<file path="config.mk">
export PLATFORM = sky130hd
export DESIGN_NAME = branch_control_flat
export DESIGN_NICKNAME = d
export VERILOG_FILES = /design/src/rtl/branch_control_pkg.sv /design/src/rtl/branch_control_if.sv /design/src/rtl/branch_control_cmp.sv /design/src/rtl/branch_control.sv /design/src/flat_wrapper.sv
export SDC_FILE = /design/constraint.sdc
export NUM_CORES = 1
export LEC_CHECK = 0
export ABC_AREA = 0
export CAP_MARGIN = 5
export CORE_MARGIN = 5
export CORE_UTILIZATION = 58
export CTS_BUF_LIST = sky130_fd_sc_hd__clkbuf_4
export CTS_CLUSTER_SIZE = 10
export DETAILED_ROUTE_END_ITERATION = 12
export DONT_BUFFER_PORTS = 1
export PLACE_DENSITY_LB_ADDON = 0.12
export SYNTH_ARGS = -nofsm -noshare
export SYNTH_HDL_FRONTEND = slang
export SYNTH_HIERARCHICAL = 1
export SYNTH_SLANG_ARGS = --single-unit
</file>
<file path="constraint.sdc">
create_clock -name clk -period 4.5 [get_ports clk]
set_clock_uncertainty 0.2 [all_clocks]
set_input_delay 0.9 -clock clk [delete_from_list [all_inputs] [get_ports clk]]
set_output_delay 0.9 -clock clk [all_outputs]
set_load 0.02 [all_outputs]
</file>
<file path="src/rtl/branch_control_pkg.sv">
// Shared branch-class and func3 encodings for the decoder and branch_control.
package branch_control_pkg;

  localparam logic [3:0] BR_NONE = 4'b0000;
  localparam logic [3:0] BR_COND = 4'b0001;
  localparam logic [3:0] BR_JAL  = 4'b0010;
  localparam logic [3:0] BR_JALR = 4'b0100;
  localparam logic [3:0] BR_TRAP = 4'b1000;

  localparam logic [2:0] F3_BEQ  = 3'b000;
  localparam logic [2:0] F3_BNE  = 3'b001;
  localparam logic [2:0] F3_BLT  = 3'b100;
  localparam logic [2:0] F3_BGE  = 3'b101;
  localparam logic [2:0] F3_BLTU = 3'b110;
  localparam logic [2:0] F3_BGEU = 3'b111;

  typedef struct packed {
    logic taken;
    logic illegal;
  } br_dec_t;

  // True when more than one class bit is set.
  function automatic logic is_multi_hot(input logic [3:0] v);
    return (v & (v - 4'd1)) != 4'd0;
  endfunction

endpackage

</file>
<file path="src/rtl/branch_control_if.sv">
// Decoder/execute bundle for branch_control; master drives the operands.
interface branch_control_if #(parameter int XLEN = 32);
  logic [3:0]      BranchControl;
  logic [XLEN-1:0] data1;
  logic [XLEN-1:0] data2;
  logic [2:0]      func3;
  logic [3:0]      branch_type;
  logic            is_branch;
  logic [3:0]      branch_type_q;
  logic            is_branch_q;
  logic            illegal;

  modport master (
    output BranchControl, data1, data2, func3,
    input  branch_type, is_branch, branch_type_q, is_branch_q, illegal
  );

  modport slave (
    input  BranchControl, data1, data2, func3,
    output branch_type, is_branch, branch_type_q, is_branch_q, illegal
  );
endinterface

</file>
<file path="src/rtl/branch_control_cmp.sv">
// branch_cmp: combinational B-type condition evaluation from func3.
module branch_cmp
  import branch_control_pkg::*;
#(
  parameter int XLEN = 32
) (
  input  logic [XLEN-1:0] data1,
  input  logic [XLEN-1:0] data2,
  input  logic [2:0]      func3,
  output logic            cond_true,
  output logic            func3_illegal
);

  logic signed [XLEN-1:0] w_data1_s;
  logic signed [XLEN-1:0] w_data2_s;

  assign w_data1_s = data1;
  assign w_data2_s = data2;

  always_comb begin
    cond_true     = 1'b0;
    func3_illegal = 1'b0;
    case (func3)
      F3_BEQ:  cond_true = (data1 == data2);
      F3_BNE:  cond_true = (data1 != data2);
      F3_BLT:  cond_true = (w_data1_s <  w_data2_s);
      F3_BGE:  cond_true = (w_data1_s >= w_data2_s);
      F3_BLTU: cond_true = (data1 <  data2);
      F3_BGEU: cond_true = (data1 >= data2);
      default: func3_illegal = 1'b1;
    endcase
  end

endmodule

</file>
<file path="src/rtl/branch_control.sv">
// Branch decision unit: class decode, registered redirect copy.
// Optional activity counters enabled by defining BRANCH_CTRL_STATS_EN.
module branch_control
  import branch_control_pkg::*;
#(
  parameter int XLEN = 32
) (
  input  logic              clk,
  input  logic              rst_n,
  branch_control_if.slave   bus
`ifdef BRANCH_CTRL_STATS_EN
  ,
  output logic [31:0]       taken_cnt,
  output logic [31:0]       cond_cnt
`endif
);

  logic    w_cond_true;
  logic    w_f3_illegal;
  br_dec_t w_dec;
  logic [3:0] w_branch_type;

  logic [3:0] r_branch_type_p1;
  logic       r_is_branch_p1;

  branch_cmp #(.XLEN(XLEN)) u_cmp (
    .data1         (bus.data1),
    .data2         (bus.data2),
    .func3         (bus.func3),
    .cond_true     (w_cond_true),
    .func3_illegal (w_f3_illegal)
  );

  always_comb begin
    w_dec = '0;
    case (bus.BranchControl)
      BR_NONE: w_dec = '0;
      BR_COND: begin
        w_dec.taken   = w_cond_true;
        w_dec.illegal = w_f3_illegal;
      end
      BR_JAL, BR_JALR, BR_TRAP: w_dec.taken = 1'b1;
      default: w_dec.illegal = is_multi_hot(bus.BranchControl);
    endcase
  end

  assign w_branch_type   = w_dec.taken ? bus.BranchControl : BR_NONE;
  assign bus.branch_type = w_branch_type;
  assign bus.is_branch   = |w_branch_type;
  assign bus.illegal     = w_dec.illegal;

  // Stage p0 -> p1: registered copy for PC select; reset drops any pending redirect.
  always_ff @(posedge clk or negedge rst_n) begin
    if (!rst_n) begin
      r_branch_type_p1 <= BR_NONE;
      r_is_branch_p1   <= 1'b0;
    end else begin
      r_branch_type_p1 <= w_branch_type;
      r_is_branch_p1   <= |w_branch_type;
    end
  end

  assign bus.branch_type_q = r_branch_type_p1;
  assign bus.is_branch_q   = r_is_branch_p1;

`ifdef BRANCH_CTRL_STATS_EN
  logic [31:0] r_taken_cnt;
  logic [31:0] r_cond_cnt;

  always_ff @(posedge clk or negedge rst_n) begin
    if (!rst_n) begin
      r_taken_cnt <= '0;
      r_cond_cnt  <= '0;
    end else begin
      if (|w_branch_type)              r_taken_cnt <= r_taken_cnt + 32'd1;
      if (bus.BranchControl == BR_COND) r_cond_cnt  <= r_cond_cnt + 32'd1;
    end
  end

  assign taken_cnt = r_taken_cnt;
  assign cond_cnt  = r_cond_cnt;
`endif

endmodule

</file>
<file path="src/flat_wrapper.sv">
// flat-port wrapper written by rule: the top's interface ports become plain ports
module branch_control_flat import branch_control_pkg::*;
#(
  parameter int XLEN = 32
)
  (clk, rst_n, bus_BranchControl, bus_data1, bus_data2, bus_func3, bus_branch_type, bus_is_branch, bus_branch_type_q, bus_is_branch_q, bus_illegal);
  branch_control_if #(.XLEN(XLEN)) bus_i ();
  input  logic clk;
  input  logic rst_n;
  input wire logic [$bits(bus_i.BranchControl)-1:0] bus_BranchControl;
  input wire logic [$bits(bus_i.data1)-1:0] bus_data1;
  input wire logic [$bits(bus_i.data2)-1:0] bus_data2;
  input wire logic [$bits(bus_i.func3)-1:0] bus_func3;
  output wire logic [$bits(bus_i.branch_type)-1:0] bus_branch_type;
  output wire logic [$bits(bus_i.is_branch)-1:0] bus_is_branch;
  output wire logic [$bits(bus_i.branch_type_q)-1:0] bus_branch_type_q;
  output wire logic [$bits(bus_i.is_branch_q)-1:0] bus_is_branch_q;
  output wire logic [$bits(bus_i.illegal)-1:0] bus_illegal;
  assign bus_i.BranchControl = bus_BranchControl;
  assign bus_i.data1 = bus_data1;
  assign bus_i.data2 = bus_data2;
  assign bus_i.func3 = bus_func3;
  assign bus_branch_type = bus_i.branch_type;
  assign bus_is_branch = bus_i.is_branch;
  assign bus_branch_type_q = bus_i.branch_type_q;
  assign bus_is_branch_q = bus_i.is_branch_q;
  assign bus_illegal = bus_i.illegal;
  branch_control #(.XLEN(XLEN)) u_core (.clk(clk), .rst_n(rst_n), .bus(bus_i));
endmodule
</file>
==> summary.md <==
| Metric | Value |
|---|---|
| TritonCTS clock tree | yes |
| GRT overflow | 0 |
| Critical path depth | 11 |
| Drt pass-1 iters | 2 |
| NumNets Final | 257 |
| Vias in the first global route | 1029 |
| Cells after Synth | 148 |
| DIE AREA | 0.00300 mm^2 |
| Netlist cell types | 33 |
| Reg area | 125 um^2 |
| Hold bufs inserted after CTS | 0 |
| CP max FO | 3 |
| CP arrival | 3.14 ns |
| Vias/cell | 5.92 |
| CORE AREA | 0.00194 mm^2 |
| Critical Path Sink Type | primary output |
| Setup TNS | 0 ns |
| #FFs+latches synth | 5 |
| Tightest Pin Transition | 1.12 ns |
| Pwr Total | 0.188 mW |
| Max incr delay on CP | 0.54 ns |
| Seq/Total Area, Yosys | 10.8% |
| Final setup fails | 0 |
| Cell with the most instances after synthesis | inv_1 |
| Total track usage | 16.8% |
| RSZ-0062 raised after global routing | false |
| Final WL | 2550 um |
| Initial antenna violation count | 0 |
| Largest net degree at the start of global routing | 8 |
| DRC Markers | 0 |
| VDD IR max | 0.0941 mV |
| Status | finished clean |
| Synth Flop Type | dfrtp_1 |
| First-pass GRT wire length | 3850 um |
| WS Path Type | input pin to primary output |
| RePlAce Congestion | 0.691 |
| Avg Cell Area, Syn | 7.85 um^2 |
| Pwr dens | 155 mW/mm^2 |
| Max stage delay cell, worst path | nor4_1 |
| Final hold vios | 0 |
| I/O pins | 84 |
| Post-route minimum period | 4.24 ns |
| Worst hold slack | 0.149 ns |
| Post-synth top area cell | ha_1 |
| Final setup margin | 0.264 ns |
| Hold/Removal Path Class | input pin to asynchronous set/reset pin |
| Antenna Nets Post-Route | 0 |
| Fin crit share | 94.1% |
| Crit path launch | bus_data2[14] |
| Die X | 54.7 um |
| Commonest cells in the netlist | inv_1, ha_1, a21oi_1 |
| Synthesized area | 0.00116 mm^2 |
| Slew Viols, Final | 0 |
| Vias | 1054 |
| Drt initial violations | 4 |
| Max-cap violation count | 0 |
| Leakage power | 0.676 nW |
| CTS Root Cell | clkbuf_4 |
| Routed WL per cell | 14.3 um |
| Asr flop ratio synth | 100% |
| Area of the multi-input gates | 897 um^2 |
| Postcts setup bufs | 0 |
| Worst path top cell family by delay | simple AND/OR/NAND/NOR gates |
| Clock sinks | 5 |
| Rel. slew slack | 24.3% |
| Total CTS buffers | 3 |
| Warnings from Yosys | 6 |
| CTS max path bufs | 2 |
| Syn nets | 253 |
| Worst EP required | 3.40 ns |
| Rows | 16 |
| Crit path buffers/inverters | 1 |
| Htree depth | 1 |
| Share of the synthesized area in the top cell type | 34.5% |
| Buffers added on ports | 0 |
| Setup WS pre-CTS | 0.311 ns |
| Max frequency | 0.236 GHz |
| Reg clk slew, reported paths | 0.04 ns |
| Fillers | 212 |
| Number of synthesized flops with an enable pin | 0 |
| Initial Util | 59.8% |
| Share of post-route cells with drive strength above 1 | 7.95% |
| CP cell instances | inv_1 -> ha_1 -> nand4_1 -> nor4_1 -> a211oi_1 -> a311oi_1 -> a211o_2 -> nor3_2 -> nand2_1 -> nor4_2 -> or3_1 |
| Die Span Y | 54.7 um |
| Largest cells by area after synthesis | ha_1, dfrtp_1, inv_1, a21oi_1, nand4_1 |
| Layout area overhead | 4.85% |
| N_diodes | 0 |
| Post-CTS sizing | 0 |
| Startpoint Class | input pin |
| End of the critical path | bus_is_branch |
| Hpwl dp | 2400 um |
-- layer usage --
layer | track usage [%] | wire, um | share of wire (%) | vias to the layer above
li1 | - | - | - | 539
met1 | 17.8 | 961 | 38 | 463
met2 | 33.1 | 1360 | 53 | 47
met3 | 1.91 | 188 | 7.4 | 5
met4 | 5.81 | 35 | 1.4 | 0
met5 | 0 | 0 | 0 | -
-- logic make-up (layout without fill, tap and decap cells) --
| group | count (synthesis) | in the layout | share of synthesized area, % |
|---|---|---|---|
| and+or+nand+nor | 44 | 44 | 24.9 |
| buffers and inverters | 35 | 38 | 12.0 |
| adders and majority gates | 32 | 32 | 34.5 |
| AOI/OAI and AO/OA | 31 | 31 | 17.1 |
| DFF | 5 | 5 | 10.8 |
| xor gates and xnor gates | 1 | 1 | 0.754 |
-- how the worst min path moves through the flow --
stage,cells after the start,slack (ns),end,start
floorplan,0,0.40,u_core/bus.branch_type_q[0],rst_n
global placement,0,0.40,u_core/bus.branch_type_q[1],rst_n
detailed placement,0,0.40,u_core/bus.branch_type_q[1],rst_n
CTS,0,0.14,u_core/bus.branch_type_q[0],rst_n
global route,0,0.14,u_core/bus.branch_type_q[0],rst_n
finish,0,0.15,u_core/bus.branch_type_q[0],rst_n
-- layout by cell type, fill, tap and decap left out, types with 2 or more instances in the layout --
cell	instances
inv_1	33
ha_1	32
a21oi_1	14
nand3_1	7
nand4_1	7
nand2_1	6
dfrtp_1	5
clkbuf_4	4
nor2_1	4
nor4_1	3
nor3_1	3
o21ai_0	3
nor4b_1	2
nor3_2	2
a211oi_1	2
nor2b_1	2
a21o_1	2
a21boi_0	2
o311a_1	2
and3_1	2
-- stage by stage --
stage	util [%]	cells	instance area [um^2]
after global placement	61.1	174	1190
after CTS	62.7	178	1220
after floorplan	-	148	1160
after global routing	62.7	178	1220
final	62.7	178	1220
after detailed placement	61.1	174	1190
-- power breakdown --
group	internal (mW)	leakage [nW]	total (mW)	switching [mW]
Clock	0.0396	0.0184	0.0583	0.0187
Combinational	0.0362	0.589	0.0805	0.0443
Sequential	0.0468	0.0681	0.0495	0.00271
Total	0.123	0.676	0.188	0.0657
-- registers in the layout, indices dropped and copies added (netlist names) --
name / count
u_core/bus.is_branch_q: 1
u_core/bus.branch_type_q: 4
-- final cells by class --
| cell class | instances | share of cell area [%] |
|---|---|---|
| Inverter | 33 | 10.2 |
| Timing Repair Buffer | 1 | 0.617 |
| Multi-Input combinational cell | 108 | 73.7 |
| Sequential cell | 5 | 10.3 |
| Clock buffer | 4 | 2.47 |
| Tap cell | 27 | 2.77 |
Power figures use the tool's default switching activity.
